==> src/rtl/sync_fifo.sv <==
// rtl/sync_fifo.sv - single-clock FIFO with arbitrary depth, level count, thresholds, flush and sticky errors
// Define SYNC_FIFO_FWFT_EN for first-word-fall-through read data; otherwise data_r is registered.
module sync_fifo #(
   parameter int DATA_WIDTH = 64,
   parameter int DEPTH      = 16,
   parameter int ADDR_SIZE  = $clog2(DEPTH),
   parameter int LVL_SIZE   = $clog2(DEPTH + 1)
) (
   input  logic                  clk,
   input  logic                  rst_n,
   input  logic                  wen,
   input  logic [DATA_WIDTH-1:0] data_w,
   input  logic                  ren,
   output logic [DATA_WIDTH-1:0] data_r,
   input  logic                  flush,
   input  logic [LVL_SIZE-1:0]   af_thresh,
   input  logic [LVL_SIZE-1:0]   ae_thresh,
   input  logic                  err_clr,
   output logic                  full,
   output logic                  empty,
   output logic                  almost_full,
   output logic                  almost_empty,
   output logic [LVL_SIZE-1:0]   level,
   output logic                  overflow,
   output logic                  underflow
);

   localparam logic [ADDR_SIZE-1:0] LAST_PTR  = ADDR_SIZE'(DEPTH - 1);
   localparam logic [LVL_SIZE-1:0]  DEPTH_LVL = LVL_SIZE'(DEPTH);

   logic [DATA_WIDTH-1:0] mem_q [DEPTH];
   logic [ADDR_SIZE-1:0]  wr_ptr_q, wr_ptr_d;
   logic [ADDR_SIZE-1:0]  rd_ptr_q, rd_ptr_d;
   logic [LVL_SIZE-1:0]   level_q, level_d;
   logic                  overflow_q, overflow_d;
   logic                  underflow_q, underflow_d;
   logic                  wr_acc, rd_acc;

   assign full         = (level_q == DEPTH_LVL);
   assign empty        = (level_q == '0);
   assign almost_full  = (level_q >= af_thresh);
   assign almost_empty = (level_q <= ae_thresh);
   assign level        = level_q;
   assign overflow     = overflow_q;
   assign underflow    = underflow_q;

   // Flush swallows the same-cycle requests entirely, including their error side effects.
   assign wr_acc = wen && !full && !flush;
   assign rd_acc = ren && !empty && !flush;

   always_comb begin
      wr_ptr_d = wr_ptr_q;
      rd_ptr_d = rd_ptr_q;
      level_d  = level_q;
      if (flush) begin
         wr_ptr_d = '0;
         rd_ptr_d = '0;
         level_d  = '0;
      end else begin
         if (wr_acc) begin
            wr_ptr_d = (wr_ptr_q == LAST_PTR) ? '0 : wr_ptr_q + ADDR_SIZE'(1);
         end
         if (rd_acc) begin
            rd_ptr_d = (rd_ptr_q == LAST_PTR) ? '0 : rd_ptr_q + ADDR_SIZE'(1);
         end
         if (wr_acc && !rd_acc) begin
            level_d = level_q + LVL_SIZE'(1);
         end else if (rd_acc && !wr_acc) begin
            level_d = level_q - LVL_SIZE'(1);
         end
      end
      overflow_d  = (wen && full && !flush) || (overflow_q && !err_clr);
      underflow_d = (ren && empty && !flush) || (underflow_q && !err_clr);
   end

   always_ff @(posedge clk or negedge rst_n) begin
      if (!rst_n) begin
         wr_ptr_q    <= '0;
         rd_ptr_q    <= '0;
         level_q     <= '0;
         overflow_q  <= 1'b0;
         underflow_q <= 1'b0;
      end else begin
         wr_ptr_q    <= wr_ptr_d;
         rd_ptr_q    <= rd_ptr_d;
         level_q     <= level_d;
         overflow_q  <= overflow_d;
         underflow_q <= underflow_d;
      end
   end

   always_ff @(posedge clk) begin
      if (wr_acc) begin
         mem_q[wr_ptr_q] <= data_w;
      end
   end

`ifdef SYNC_FIFO_FWFT_EN
   assign data_r = mem_q[rd_ptr_q];
`else
   logic [DATA_WIDTH-1:0] data_r_q;

   always_ff @(posedge clk or negedge rst_n) begin
      if (!rst_n) begin
         data_r_q <= '0;
      end else if (rd_acc) begin
         data_r_q <= mem_q[rd_ptr_q];
      end
   end

   assign data_r = data_r_q;
`endif

endmodule

==> config.mk <==
export PLATFORM = sky130hd
export DESIGN_NAME = sync_fifo
export DESIGN_NICKNAME = d
export VERILOG_FILES = /design/src/rtl/sync_fifo.sv
export SDC_FILE = /design/constraint.sdc
export NUM_CORES = 1
export LEC_CHECK = 0
export CORE_MARGIN = 10
export CORE_UTILIZATION = 50
export CTS_BUF_LIST = sky130_fd_sc_hd__clkbuf_8
export DETAILED_ROUTE_END_ITERATION = 6
export PLACE_DENSITY = 0.72
export SYNTH_ARGS = -nofsm -noshare
export SYNTH_HDL_FRONTEND = slang
export SYNTH_SLANG_ARGS = --single-unit
==> constraint.sdc <==
create_clock -name clk -period 12.2 [get_ports clk]
set_input_delay 2.44 -clock clk [delete_from_list [all_inputs] [get_ports clk]]
set_output_delay 2.44 -clock clk [all_outputs]
set_load 0.005 [all_outputs]
# --- Yosys cells after proc, flatten, opt, wreduce, memory -nomap -nowiden ---
# Memory sizes are Yosys's and may differ from the RTL's. A register that Yosys moved wholly into a read port is not among the register bits.
# Cells that the tools add are included.
word_totals:
  register_bits: 15
  mem_bits_rw: 1024
  inputBits: 80
  out_inout_bits: 75
  word_cells: 51
  memories: 1
classes:
  add_sub_neg: 4
  n_lt_le_gt_ge: 2
  eq_ne: 3
  n_mux: 11
  reduce_logical: 25
memory_table:
  columns: ["memory", "words", "width", "rd", "rd_clocked_by_memory_dff", "wr", "line_no", "rtl"]
  rows:
  - ["mem_q", 16, 64, 1, 1, 1, "31", "logic [DATA_WIDTH-1:0] mem_q [DEPTH];"]
ops:
  columns: ["operator", "count"]
  rows:
  - ["4-bit two-way mux", 6]
  - ["5-bit two-way mux", 3]
  - ["1-bit logical AND", 12]
  - ["4-bit by 1-bit adder with 4-bit output (second input constant)", 2]
  - ["4-bit equality test (second input constant)", 2]
  - ["1-bit zero test", 7]
  - ["5-bit by 1-bit adder with 5-bit output (second input constant)", 1]
  - ["5-bit equality test (second input constant)", 1]
  - ["5-bit >= comparator", 1]
  - ["5-bit <= comparator", 1]
  - ["5-bit zero test", 1]
  - ["5-bit by 1-bit subtractor with 5-bit output (second input constant)", 1]
  - ["2-bit nonzero test", 2]
  - ["3-bit nonzero test", 1]
  - ["1-bit logical OR", 2]
  - ["1-bit two-way mux", 2]

# --- Logic depth before layout (Yosys ltp) ---
depth:
  ltp_word: 9
  ltp_mapped: 9
  ltp_nobuf: 9

# --- Least setup slack after synthesis ---
# No wires, ideal clock.
synth_path:
  kind: "in2reg"
  startpoint: "in flush"
  endpoint: "mem mem_q[12][0], enable pin"
  setup_ns: 0.644
  t_arrival_ns: 8.995
  t_required_ns: 11.556
  slack_ns: 2.561
  path_stages: 3
  path_buffers: 2
  path_cell_list: "clkbuf_1 -> clkbuf_1 -> nor4_1"
synth_between:
  elab_chain_cells: 4
synth_lines:
  columns: ["element", "line_no", "rtl"]
  rows:
  - ["start: declaration", "15", "input logic flush,"]
  - ["1-bit zero test", "48", "assign wr_acc = wen && !full && !flush;"]
  - ["1-bit logical AND", "48", null]
  - ["1-bit two-way mux", "93", "if (wr_acc) begin"]
  - ["1-bit two-way mux (not written as such)", "94", "mem_q[wr_ptr_q] <= data_w;"]
  - ["end: declaration", "31", null]
# Every way passes these cells.

# --- Worst setup path after layout ---
layout_path:
  startpoint: "in ae_thresh[1]"
  endpoint: "out almost_empty"
layout_between:
  elab_chain_cells: 1
layout_lines:
  columns: ["element", "line_no", "rtl"]
  rows:
  - ["start: declaration", "17", "input logic [LVL_SIZE-1:0] ae_thresh,"]
  - ["5-bit <= comparator", "42", "assign almost_empty = (level_q <= ae_thresh);"]
  - ["end: declaration", "22", "output logic almost_empty,"]
# Every way passes these cells.

==> flow_metrics.tcl <==
set metrics [dict create \
    p_per_area_nw_per_um2 181 \
    synth-simple-area-share_pct 2.23 \
    p_seq_share_pct 50.6 \
    cts_buffer_depth 3 \
    internal_power_uw 6430 \
    layout-drive-gt1-share_pct 13.3 \
    core-area_um2 84000 \
    wl_per_cell_um 25.2 \
    synth_top_family_by_area "multiplexers" \
    vias 22000 \
    cts_resized 0 \
    detail_route.vias_per_cell 5.81 \
    synth_common_cells "edfxtp_1, mux2i_1, o22ai_1" \
    critPathCaptureType "output port" \
    grt_pass1_vias 23100 \
    hold_end "data_r[52]" \
    required_ns 9.76 \
    core.rowCount 106 \
    synthCells 2284 \
    synth_top_area_share_pct 72.4 \
    muxShareOfSynthArea_pct 12.5 \
    clock_latency_ns 0.82 \
    synth_fa_ha_area_share_pct 0.607 \
    regArea_um2 32700 \
    synth_compound_area_share_pct 5.71 \
    yosysTopAreaCell "edfxtp_1" \
    pre_cts_ws_ns 5.40 \
    io_buffers 154 \
    clock_skew_ns 0.0298 \
    ir_drop_mv 0.133 \
    synth.most_common_cell "edfxtp_1" \
    rrSetupSlack_ns 6.71 \
    cp_data_arrival_time_ns 4.36 \
    hpwl_um 50300 \
    cts_tree "done" \
    grt_usage_pct 19.5 \
    critPathMaxStageDelay_ns 0.55 \
    r2r-end "data_r[45]" \
    maxSlewHeadroom_pct 1.07 \
    design_area_um2 48300 \
    failed_checks "capacitance limit" \
    path_clk_slew_ns 0.06 \
    cpMaxStageDelayCell "clkdlybuf4s50_1" \
    run_status "finished with violations" \
    whs_path_depth 2 \
    timing.rr.start "rd_ptr_q[1]" \
    synth_area_leaders "edfxtp_1, mux2i_1, dfrtp_1" \
    fin_nets 2621 \
    postCtsHoldBufs 0 \
    power_frac_comb_pct 17.2 \
    io_pins 155 \
    crit_chain "clkdlybuf4s50_1 -> inv_1 -> ha_1 -> nor2b_1 -> o21a_1 -> o21ai_0 -> nand2_1 -> o211ai_1 -> clkdlybuf4s50_1" \
    die_w_um 312 \
    drtIter0Drc 2018 \
    grt_antenna_before_repair 8 \
    min_period_ns 6.80 \
    htree_levels 4 \
    die_h_um 312 \
    synth_cell_types 57 \
    grt_overflow_total 0 \
    worst-path-max-fanout 2 \
    die_area_um2 97100 \
    worst-path-buf-inv 3 \
    ff2ff_path_depth 6 \
    wl_um 95500 \
    yosys_most_used_dff "edfxtp_1" \
    synth_xor_xnor_area_share_pct 0.0824 \
    start_util_pct 50.6 \
    grt_pass1_wl_um 144000 \
    startpoint_type "input pin" \
    hold_viol 0 \
    path_class "in2out" \
    max_freq_mhz 147 \
    gp_congestion 0.793 \
    clock_sinks 1103 \
    period_share_pct 55.7 \
    post_cts_buffers 0 \
    syn_area_per_cell_um2 18.6 \
    fin_ws_ns 5.40 \
    grt_max_degree 116 \
    pwr-share-clk_pct 32.2 \
    tightest_slew_ns 1.45 \
    dr.pass1.iters 5 \
    synth_edf_count 1024 \
    cts_root_buffer "clkbuf_8" \
    syn_to_final_growth_pct 13.6 \
    multiInputGateArea_um2 9070 \
    tns_ns 0 \
    synth_fp_nets 2384 \
    drc 0 \
    cpMostUsedCell "clkdlybuf4s50_1" \
    p_sw_share_pct 26.3 \
    crit_family "buffers and inverters" \
    ant_nets 0 \
    p_switching_uw 2300 \
    nFillCells 6160 \
    cts_made_buffers 171 \
    setup_viol 0 \
    ys_ff_latch 1103 \
    min_path_type "reg2reg" \
    syn_area_um2 42500 \
    cap_violations 1 \
    yosysSeqAreaShare_pct 77.0 \
    power_leakage_uw 0.0155 \
    rsz0062_at_grt "false" \
    yosys_warnings 0 \
    maxSlewViolCount 0 \
    ys_async_sr_fraction_pct 7.16 \
    placed_area_um2 45200 \
    hold_path.startpoint "data_r[52]" \
]
-- worst reg2reg max path, cell delays in order (launching register included) --
cell       delay [ns]
dfrtp_4          0.94
buf_4            0.95
buf_4            0.81
buf_4            0.80
mux4_2           0.46
a2111oi_0        1.24
o21ai_1          0.12
-- how the worst max path moves through the flow --
| stage | startpoint | end | slack, ns | cells after the start |
|---|---|---|---|---|
| after global placement | ae_thresh[1] | almost_empty | 5.36 | 9 |
| final | ae_thresh[1] | almost_empty | 5.40 | 9 |
| after global routing | ae_thresh[1] | almost_empty | 5.29 | 9 |
| after detailed placement | ae_thresh[1] | almost_empty | 5.40 | 9 |
| after CTS | ae_thresh[1] | almost_empty | 5.40 | 9 |
| after floorplan | flush | mem_q[12][0] | 2.56 | 3 |
-- kinds of logic after synthesis --
logic type      Yosys count
flops                  1103
mux                     449
compound gates          353
simple gates            203
buf+inv                 152
fa+ha+maj                20
xor+xnor                  4
-- cell usage in the layout (no fill, tap or decap), types with 4 or more instances in the layout --
master / count
nor4_2: 4
diode_2: 4
a2111oi_1: 40
inv_6: 6
a2111oi_0: 10
clkinv_2: 13
buf_4: 41
inv_1: 79
mux2i_1: 385
edfxtp_1: 1024
o21ai_1: 59
nand3_1: 11
o22ai_1: 142
inv_8: 5
o22a_1: 50
ha_1: 19
or3_1: 14
mux4_2: 64
and2_4: 8
clkdlybuf4s50_1: 153
clkbuf_8: 181
a21oi_1: 24
nor2_1: 58
dfrtp_1: 76
o21ai_0: 14
nand2_1: 79
clkinv_1: 34
-- registers in the layout (all words and copies together), names as in the netlist --
| register | count |
|---|---|
| rd_ptr_q | 4 |
| wr_ptr_q | 4 |
| overflow | 1 |
| underflow | 1 |
| level | 5 |
| mem_q | 1024 |
| data_r | 64 |
-- power by group through the flow --
stage                     registers (uW)  logic (uW)  clock network (uW)
after floorplan                     4450         967                   0
after global placement              4490        1480                   0
after detailed placement            4490        1510                   0
after CTS                           4420        1520                2870
after global routing                4440        1630                3040
final                               4410        1500                2810
-- area by class of cell --
type                    count  share of cell area [%]
flip-flops and latches   1103                    67.8
multi-input cells        1029                    18.8
clock buffers             181                    5.16
repair buffers            195                    3.85
well taps                1134                    2.94
clock inverters           123                    1.32
inverters                  21                   0.163
diodes                      4                  0.0207
-- routing by layer --
| layer | GRT usage [%] | part of all wire, % | routed length, um | vias up |
|---|---|---|---|---|
| met5 | 0 | 0.041 | 39 | - |
| met2 | 32.8 | 50 | 48000 | 820 |
| met4 | 6.64 | 2.2 | 2070 | 6 |
| met1 | 25.2 | 41 | 39200 | 11300 |
| met3 | 3.92 | 6.5 | 6200 | 159 |
| li1 | - | - | - | 9730 |
-- through the flow --
stage | cells | hold WS [ns] | power (uW) | util [%]
3_3_place_gp | 3482 | 0.469 | 5970 | 53.8
2_1_floorplan | 2284 | 0.473 | 5420 | -
5_1_grt | 3789 | 0.507 | 9100 | 57.5
4_1_cts | 3786 | 0.488 | 8810 | 57.5
6_report | 3790 | 0.482 | 8730 | 57.5
3_5_place_dp | 3482 | 0.475 | 6010 | 53.8
Power figures use the tool's default switching activity.
